File: src/rtl/serial_add_ctrl_if.sv
// Requester-side bus of the bit-serial adder controller: start/busy/done
// handshake, operands and result. Port sub exists only when the build
// defines SERIAL_ADD_SUB_EN.
interface serial_add_ctrl_if #(
    parameter int WIDTH = 8
);
    logic             start;
    logic [WIDTH-1:0] a;
    logic [WIDTH-1:0] b;
    logic             cin;
`ifdef SERIAL_ADD_SUB_EN
    logic             sub;
`endif
    logic             busy;
    logic             done;
    logic [WIDTH-1:0] sum;
    logic             cout;

`ifdef SERIAL_ADD_SUB_EN
    modport master (output start, a, b, cin, sub, input busy, done, sum, cout);
    modport slave  (input start, a, b, cin, sub, output busy, done, sum, cout);
`else
    modport master (output start, a, b, cin, input busy, done, sum, cout);
    modport slave  (input start, a, b, cin, output busy, done, sum, cout);
`endif
endinterface

File: src/rtl/serial_add_ctrl.sv
// Bit-serial adder controller: one full-adder cell reused LSB first, one
// bit per clock, to form {cout,sum} = a + b + cin over WIDTH cycles.
// Optional macro SERIAL_ADD_SUB_EN adds a sub input selecting a - b.
module serial_add_ctrl #(
    parameter int WIDTH = 8
) (
    input  logic            clk,
    input  logic            rst,
    serial_add_ctrl_if.slave bus
);
    localparam int CNT_W = (WIDTH > 1) ? $clog2(WIDTH) : 1;

    typedef enum logic [1:0] {
        IDLE = 2'd0,
        RUN  = 2'd1,
        DONE = 2'd2
    } state_t;

    state_t           state;
    logic [WIDTH-1:0] sh_a;
    logic [WIDTH-1:0] sh_b;
    logic [WIDTH-1:0] res_sh;
    logic             carry;
    logic [CNT_W-1:0] cnt;
    logic             busy_r;
    logic             done_r;
    logic [WIDTH-1:0] sum_r;
    logic             cout_r;

    logic [WIDTH-1:0] b_load;
    logic             c_load;
    logic [1:0]       fa;
    logic [WIDTH-1:0] res_next;

    // The single shared cell: returns {carry_out, sum_bit}.
    function automatic logic [1:0] full_add(input logic x, input logic y, input logic c);
        return {(x & y) | (c & (x ^ y)), x ^ y ^ c};
    endfunction

    // Operand B and initial carry as loaded on an accepted start; subtraction
    // is a + ~b + 1, so it only changes what gets loaded.
    always_comb begin
        b_load = bus.b;
        c_load = bus.cin;
`ifdef SERIAL_ADD_SUB_EN
        if (bus.sub) begin
            b_load = ~bus.b;
            c_load = 1'b1;
        end
`endif
    end

    assign fa       = full_add(sh_a[0], sh_b[0], carry);
    assign res_next = {fa[0], res_sh[WIDTH-1:1]};

    // Controller FSM with its datapath registers and registered outputs.
    always_ff @(posedge clk) begin
        if (rst) begin
            state  <= IDLE;
            sh_a   <= '0;
            sh_b   <= '0;
            res_sh <= '0;
            carry  <= 1'b0;
            cnt    <= '0;
            busy_r <= 1'b0;
            done_r <= 1'b0;
            sum_r  <= '0;
            cout_r <= 1'b0;
        end else begin
            case (state)
                IDLE: begin
                    if (bus.start) begin
                        sh_a   <= bus.a;
                        sh_b   <= b_load;
                        carry  <= c_load;
                        cnt    <= '0;
                        busy_r <= 1'b1;
                        state  <= RUN;
                    end
                end
                RUN: begin
                    sh_a   <= sh_a >> 1;
                    sh_b   <= sh_b >> 1;
                    res_sh <= res_next;
                    carry  <= fa[1];
                    cnt    <= cnt + CNT_W'(1);
                    // Last bit: publish the result including this bit's sum.
                    if (cnt == CNT_W'(WIDTH - 1)) begin
                        sum_r  <= res_next;
                        cout_r <= fa[1];
                        busy_r <= 1'b0;
                        done_r <= 1'b1;
                        state  <= DONE;
                    end
                end
                DONE: begin
                    done_r <= 1'b0;
                    state  <= IDLE;
                end
                default: begin
                    busy_r <= 1'b0;
                    done_r <= 1'b0;
                    state  <= IDLE;
                end
            endcase
        end
    end

    assign bus.busy = busy_r;
    assign bus.done = done_r;
    assign bus.sum  = sum_r;
    assign bus.cout = cout_r;
endmodule

File: src/flat_wrapper.sv
// flat-port wrapper written by rule: the top's interface ports become plain ports
module serial_add_ctrl_flat 
#(
    parameter int WIDTH = 8
)
  (clk, rst, bus_start, bus_a, bus_b, bus_cin, bus_busy, bus_done, bus_sum, bus_cout);
  serial_add_ctrl_if #(.WIDTH(WIDTH)) bus_i ();
  input  logic clk;
  input  logic rst;
  input wire logic [$bits(bus_i.start)-1:0] bus_start;
  input wire logic [$bits(bus_i.a)-1:0] bus_a;
  input wire logic [$bits(bus_i.b)-1:0] bus_b;
  input wire logic [$bits(bus_i.cin)-1:0] bus_cin;
  output wire logic [$bits(bus_i.busy)-1:0] bus_busy;
  output wire logic [$bits(bus_i.done)-1:0] bus_done;
  output wire logic [$bits(bus_i.sum)-1:0] bus_sum;
  output wire logic [$bits(bus_i.cout)-1:0] bus_cout;
  assign bus_i.start = bus_start;
  assign bus_i.a = bus_a;
  assign bus_i.b = bus_b;
  assign bus_i.cin = bus_cin;
  assign bus_busy = bus_i.busy;
  assign bus_done = bus_i.done;
  assign bus_sum = bus_i.sum;
  assign bus_cout = bus_i.cout;
  serial_add_ctrl #(.WIDTH(WIDTH)) u_core (.clk(clk), .rst(rst), .bus(bus_i));
endmodule
File: config.mk
export PLATFORM = sky130hd
export DESIGN_NAME = serial_add_ctrl_flat
export DESIGN_NICKNAME = d
export VERILOG_FILES = /design/src/rtl/serial_add_ctrl_if.sv /design/src/rtl/serial_add_ctrl.sv /design/src/flat_wrapper.sv
export SDC_FILE = /design/constraint.sdc
export NUM_CORES = 1
export LEC_CHECK = 0
export ABC_AREA = 1
export BUFFER_PORTS_ARGS = -buffer_cell sky130_fd_sc_hd__buf_2
export CAP_MARGIN = 20
export CELL_PAD_IN_SITES_DETAIL_PLACEMENT = 0
export CELL_PAD_IN_SITES_GLOBAL_PLACEMENT = 1
export CORE_MARGIN = 1.5
export CORE_UTILIZATION = 41
export DETAILED_ROUTE_END_ITERATION = 8
export GPL_ROUTABILITY_DRIVEN = 0
export GPL_TIMING_DRIVEN = 0
export PLACE_DENSITY_LB_ADDON = 0.05
export SETUP_SLACK_MARGIN = 0.4
export SLEW_MARGIN = 0
export SYNTH_ARGS = -nofsm -noshare
export SYNTH_HDL_FRONTEND = slang
export SYNTH_SLANG_ARGS = --single-unit
File: constraint.sdc
create_clock -name clk -period 1.9 [get_ports clk]
set_clock_uncertainty 0.05 [all_clocks]
set_input_delay 0.095 -clock clk [delete_from_list [all_inputs] [get_ports clk]]
set_output_delay 0.095 -clock clk [all_outputs]
set_load 0.02 [all_outputs]
; Word-level counts from Yosys, hierarchy flattened
; Index checks and enable logic that the tools add are counted.
[classes]
n_reduce_logical = 7
n_mux = 16
n_eq_ne = 5
add_sub_neg = 1
bitwise = 7
[op_table]
columns = cell, n
row1 = 8-bit case mux with 2 select lines, 2
row2 = 8-bit 2-to-1 mux, 2
row3 = 2-bit AND reduction, 4
row4 = 3-bit case mux with 2 select lines, 1
row5 = 1-bit 2-to-1 mux, 4
row6 = 2-bit 2-to-1 mux, 2
row7 = 1-bit case mux with 2 select lines, 2
row8 = 2-bit case mux with 2 select lines, 1
row9 = "3-bit by 1-bit adder with 3-bit output, second input constant", 1
row10 = "3-bit == test, second input constant", 1
row11 = 3-bit 2-to-1 mux, 1
row12 = 1-bit case mux with 3 select lines, 1
row13 = 3-bit AND reduction, 1
row14 = 1-bit bitwise AND, 2
row15 = "2-bit by 1-bit == test with 1-bit output, second input constant", 1
row16 = "2-bit == test, second input constant", 1
row17 = 2-bit zero test, 1
row18 = "2-bit by 1-bit inequality test with 1-bit output, second input constant", 1
row19 = "2-bit inequality test, second input constant", 1
row20 = 1-bit NOT, 2
row21 = 2-bit nonzero test, 1
row22 = 1-bit bitwise XOR, 2
row23 = 1-bit OR, 1
[word_totals]
output_inout_bits = 11
in_bits = 20
elab_cells = 46
regBits = 41

; Depth between registers and ports, before layout
[logic_depth]
ltp_word = 4
mapped_depth = 8
mapped_depth_nobuf = 6

; Worst setup path after synthesis
; OpenSTA, ideal clock, no wires.
[synth_path]
path_kind = register -> register
start = register u_core.cnt[0]
end = register u_core.cout_r, in the netlist u_core.bus.cout
t_required_ns = 1.791
setup_time_ns = 0.059
slack_ns = 0.637
t_arrival_ns = 1.154
synth_period_minus_slack_ns = 1.263
n_path_buf = 1
stages_incl_launch_ff = 7
cell_sequence = dfxtp_1 -> ha_1 -> ha_1 -> nand2_1 -> buf_2 -> nand3_1 -> nand2_1
[synth_via]
elab_chain_len = 2
[synth_lines]
columns = element, line
row1 = "start, declared", serial_add_ctrl.sv:24  ; logic [CNT_W-1:0] cnt;
row2 = "start signal, assigned", serial_add_ctrl.sv:86  ; cnt <= cnt + CNT_W'(1);
row3 = 3-bit == test, serial_add_ctrl.sv:88  ; if (cnt == CNT_W'(WIDTH - 1)) begin
row4 = 2-bit AND reduction (no source line), --
row5 = "end signal, assigned", serial_add_ctrl.sv:90  ; cout_r <= fa[1];
row6 = "end, declared", serial_add_ctrl.sv:28  ; logic cout_r;
; Every way passes these cells.
; A chain may end at the register's enable or synchronous reset.

; Final worst setup path
[layout_path]
start = register u_core.cnt[0]
end = register u_core.sum_r[0], in the netlist u_core.bus.sum[0]
[layout_via]
elab_chain_len = 2
[layout_lines]
columns = element, line
row1 = 3-bit == test, serial_add_ctrl.sv:88
row2 = 2-bit AND reduction (no source line), --
row3 = "end signal, assigned", serial_add_ctrl.sv:89  ; sum_r <= res_next;
row4 = "end, declared", serial_add_ctrl.sv:27  ; logic [WIDTH-1:0] sum_r;
; Every way passes these cells.

==> flow_summary_export.csv <==
group,metric,value,unit
cells_and_area,design_area,0.00210,mm^2
critical_path,reg2reg_from,"u_core.cnt[0]$_SDFFE_PP0P_",
cells_and_area,drive_gt1_share,17.8,%
power_and_ir_drop,p_leak,0.00110,uW
cells_and_area,num_antenna_cells,0,
synthesis,syn_nets,289,
placement,io_buffer_count,29,
clock_network,clock-sinks,40,
synthesis,ys_types,15,
detailed_routing,detail-route-antenna-nets,0,
timing,rsz0062_at_grt,"no",
cells_and_area,area_delta_synth_final,18.8,%
global_routing,grt_pass1_wl,6100,um
timing,setup_viol,0,
global_routing,grt_max_degree,15,
die,io_pins,31,
detailed_routing,wl_per_cell,10.2,um
die,design.die.area,0.00471,mm^2
worst_hold_path,hold_depth,3,
synthesis,synthCells,266,
clock_network,clk_latency,0.29,ns
power_and_ir_drop,p_per_area,895,mW/mm^2
global_routing,antenna_found_initial,0,
placement,place_area,0.00197,mm^2
power_and_ir_drop,vdd_drop_max,0.423,mV
die,initial_core_util,43.5,%
placement,dp_hpwl,2570,um
detailed_routing,wl,3590,um
critical_path,crit_path_end_kind,"flop",
clock_network,cts-root-buf,"clkbuf_8",
synthesis,netlist_top_cells_area,"dfxtp_1 45%, nand2_1 19%, nor2_1 14%",
timing,tns,0,ns
worst_hold_path,holdPathEnd,"u_core.sh_b[7]$_SDFFE_PP0P_",
critical_path,critPathBufInv,1,
worst_hold_path,hp-start,"bus_b[7]",
detailed_routing,num_vias,1558,
synthesis,yosys.area.top_type,"dfxtp_1",
job,maxCapViolations,0,
clock_network,cts_tree,"done",
clock_network,cts_buffer_depth,2,
global_routing,grt_pass1_vias,1382,
clock_network,cts_buffers,5,
timing,period_share,71.1,%
critical_path,rrSetupSlack,0.55,ns
critical_path,cp.arrival,1.54,ns
die,rows,23,
die,die_h,68.6,um
timing,fmax,740,MHz
die,coreArea,0.00406,mm^2
synthesis,syn_area,0.00177,mm^2
critical_path,cp_top_family,"adder cells",
synthesis,yosysTopAreaCellShare,45.4,%
critical_path,criticalPathCategory,"reg -> reg",
die,die_x,68.6,um
critical_path,crit_chain,"ha_1 -> ha_1 -> nand2_2 -> clkbuf_4 -> nor2_1 -> nor2_1",
critical_path,crit_slowest_cell,"dfxtp_1",
cells_and_area,final_cells,353,
timing,slew_viol_final,0,
global_routing,track_usage,17.6,%
critical_path,reg2regPathDepth,6,
synthesis,yosysWarnings,0,
detailed_routing,drtPass1Iterations,4,
critical_path,max_stage_delay,0.33,ns
synthesis,ys_seq_area_share,45.4,%
detailed_routing,avgViaCountPerCell,4.41,
timing,layout_min_cycle_time,1.35,ns
timing,slew_headroom,85.8,%
detailed_routing,drt_iter0_drc,72,
synthesis,syn_area_per_cell,6.64,um^2
synthesis,synth-seq-cells,40,
placement,placed_cells,345,
critical_path,critPathRequiredTime,2.09,ns
critical_path,r2r-end,"u_core.bus.sum[0]$_SDFFE_PP0P_",
worst_hold_path,hold_class,"in -> reg",
clock_network,clk_pin_slew,0.09,ns
global_routing,overflow,0,
detailed_routing,drc,0,
cells_and_area,nets,325,
critical_path,startpoint_type,"flop",
clock_network,htree_levels,2,
timing,hold_viol_final,0,
critical_path,worst-path-max-fanout,10,
timing,max_slew.worst_pin.slew,0.210,ns
run_status,status,"completed",
## cells in the mapped netlist (all sizes together)
master,n
inv,24
nor2,68
nand3,9
o21ai,10
fa,1
nand2,91
or2,1
ha,2
a21oi,7
dfxtp,40
buf,13
## report_power, final
group          total [uW]  switching [uW]  internal, uW
registers             914            24.8           889
clock network         713             318           396
logic                 249             150          98.8
## cell type report
type	instances	area (um^2)
fill	433	1960
sequential	40	801
multi-input combinational	189	793
timing repair buffer	29	145
inverter	24	90.1
buffer	13	88.8
clock buffer	5	68.8
tap	50	62.6
clock inverter	3	47.5
## registers in the layout (all words and copies together) (netlist names)
signal	cells
u_core.bus.done	1
u_core.bus.sum	8
u_core.state	2
u_core.cnt	3
u_core.res_sh	7
u_core.bus.cout	1
u_core.carry	1
u_core.sh_b	8
u_core.sh_a	8
u_core.bus.busy	1
## cell families after synthesis
family / after synthesis / share of synthesized area [%]
AOI/OAI and AO/OA: 17 / 4.82
and+or+nand+nor: 169 / 37.3
buffers and inverters: 37 / 9.99
adders and majority gates: 3 / 2.55
DFF: 40 / 45.4
## cells in the final DEF (no fill, tap or decap), types with 2 or more instances in the layout
| cell type | Yosys | routed |
|---|---|---|
| buf_6 | 3 | 3 |
| a21oi_1 | 7 | 7 |
| ha_1 | 2 | 2 |
| o21ai_0 | 10 | 10 |
| clkbuf_8 | 0 | 5 |
| buf_2 | 9 | 37 |
| dfxtp_1 | 40 | 40 |
| clkinv_4 | 0 | 2 |
| nand3_1 | 9 | 9 |
| nand2_1 | 90 | 88 |
| nand2_2 | 1 | 3 |
| nor2_1 | 67 | 67 |
| inv_1 | 24 | 24 |
## how the worst max path moves through the flow
stage / start / to / slack (ns) / cells past startpoint
after CTS: u_core.cnt[0]$_SDFFE_PP0P_ / u_core.bus.sum[0]$_SDFFE_PP0P_ / 0.44 / 6
after global routing: u_core.cnt[0]$_SDFFE_PP0P_ / u_core.bus.sum[4]$_SDFFE_PP0P_ / 0.46 / 6
after global placement: u_core.cnt[0]$_SDFFE_PP0P_ / u_core.bus.cout$_SDFFE_PP0P_ / 0.47 / 6
after detailed placement: u_core.cnt[0]$_SDFFE_PP0P_ / u_core.bus.sum[0]$_SDFFE_PP0P_ / 0.47 / 6
final: u_core.cnt[0]$_SDFFE_PP0P_ / u_core.bus.sum[0]$_SDFFE_PP0P_ / 0.55 / 6
after floorplan: u_core.cnt[0]$_SDFFE_PP0P_ / u_core.bus.cout$_SDFFE_PP0P_ / 0.64 / 6
## metal layers
layer,vias to the layer above,track usage (%),part of all wire [%]
met2,21,30.3,46
met1,664,20.9,50
met4,0,6.00,1.5
met3,6,4.87,3.3
met5,-,0,0
li1,867,-,-
## metrics by stage
stage	util [%]	total power (uW)	hold WS, ns	worst slack [ns]
floorplan	-	1110	0.209	0.637
detailed placement	48.6	1190	0.330	0.470
global route	51.7	1980	0.0214	0.459
global placement	48.6	1180	0.324	0.465
finish	51.7	1880	0.0146	0.549
CTS	51.5	1900	0.00711	0.440
## worst register-to-register path, cell delays in order, from the launching register on
cell	delay, ns
dfxtp_1	0.33
ha_1	0.20
ha_1	0.21
nand2_2	0.13
clkbuf_4	0.22
nor2_1	0.06
nor2_1	0.09
## what timing repair did
action,CTS,global route
setup buffers,0,0
setup endpoints to repair,0,10
hold buffers,0,0
resized for setup,0,3
Power figures use the tool's default switching activity.
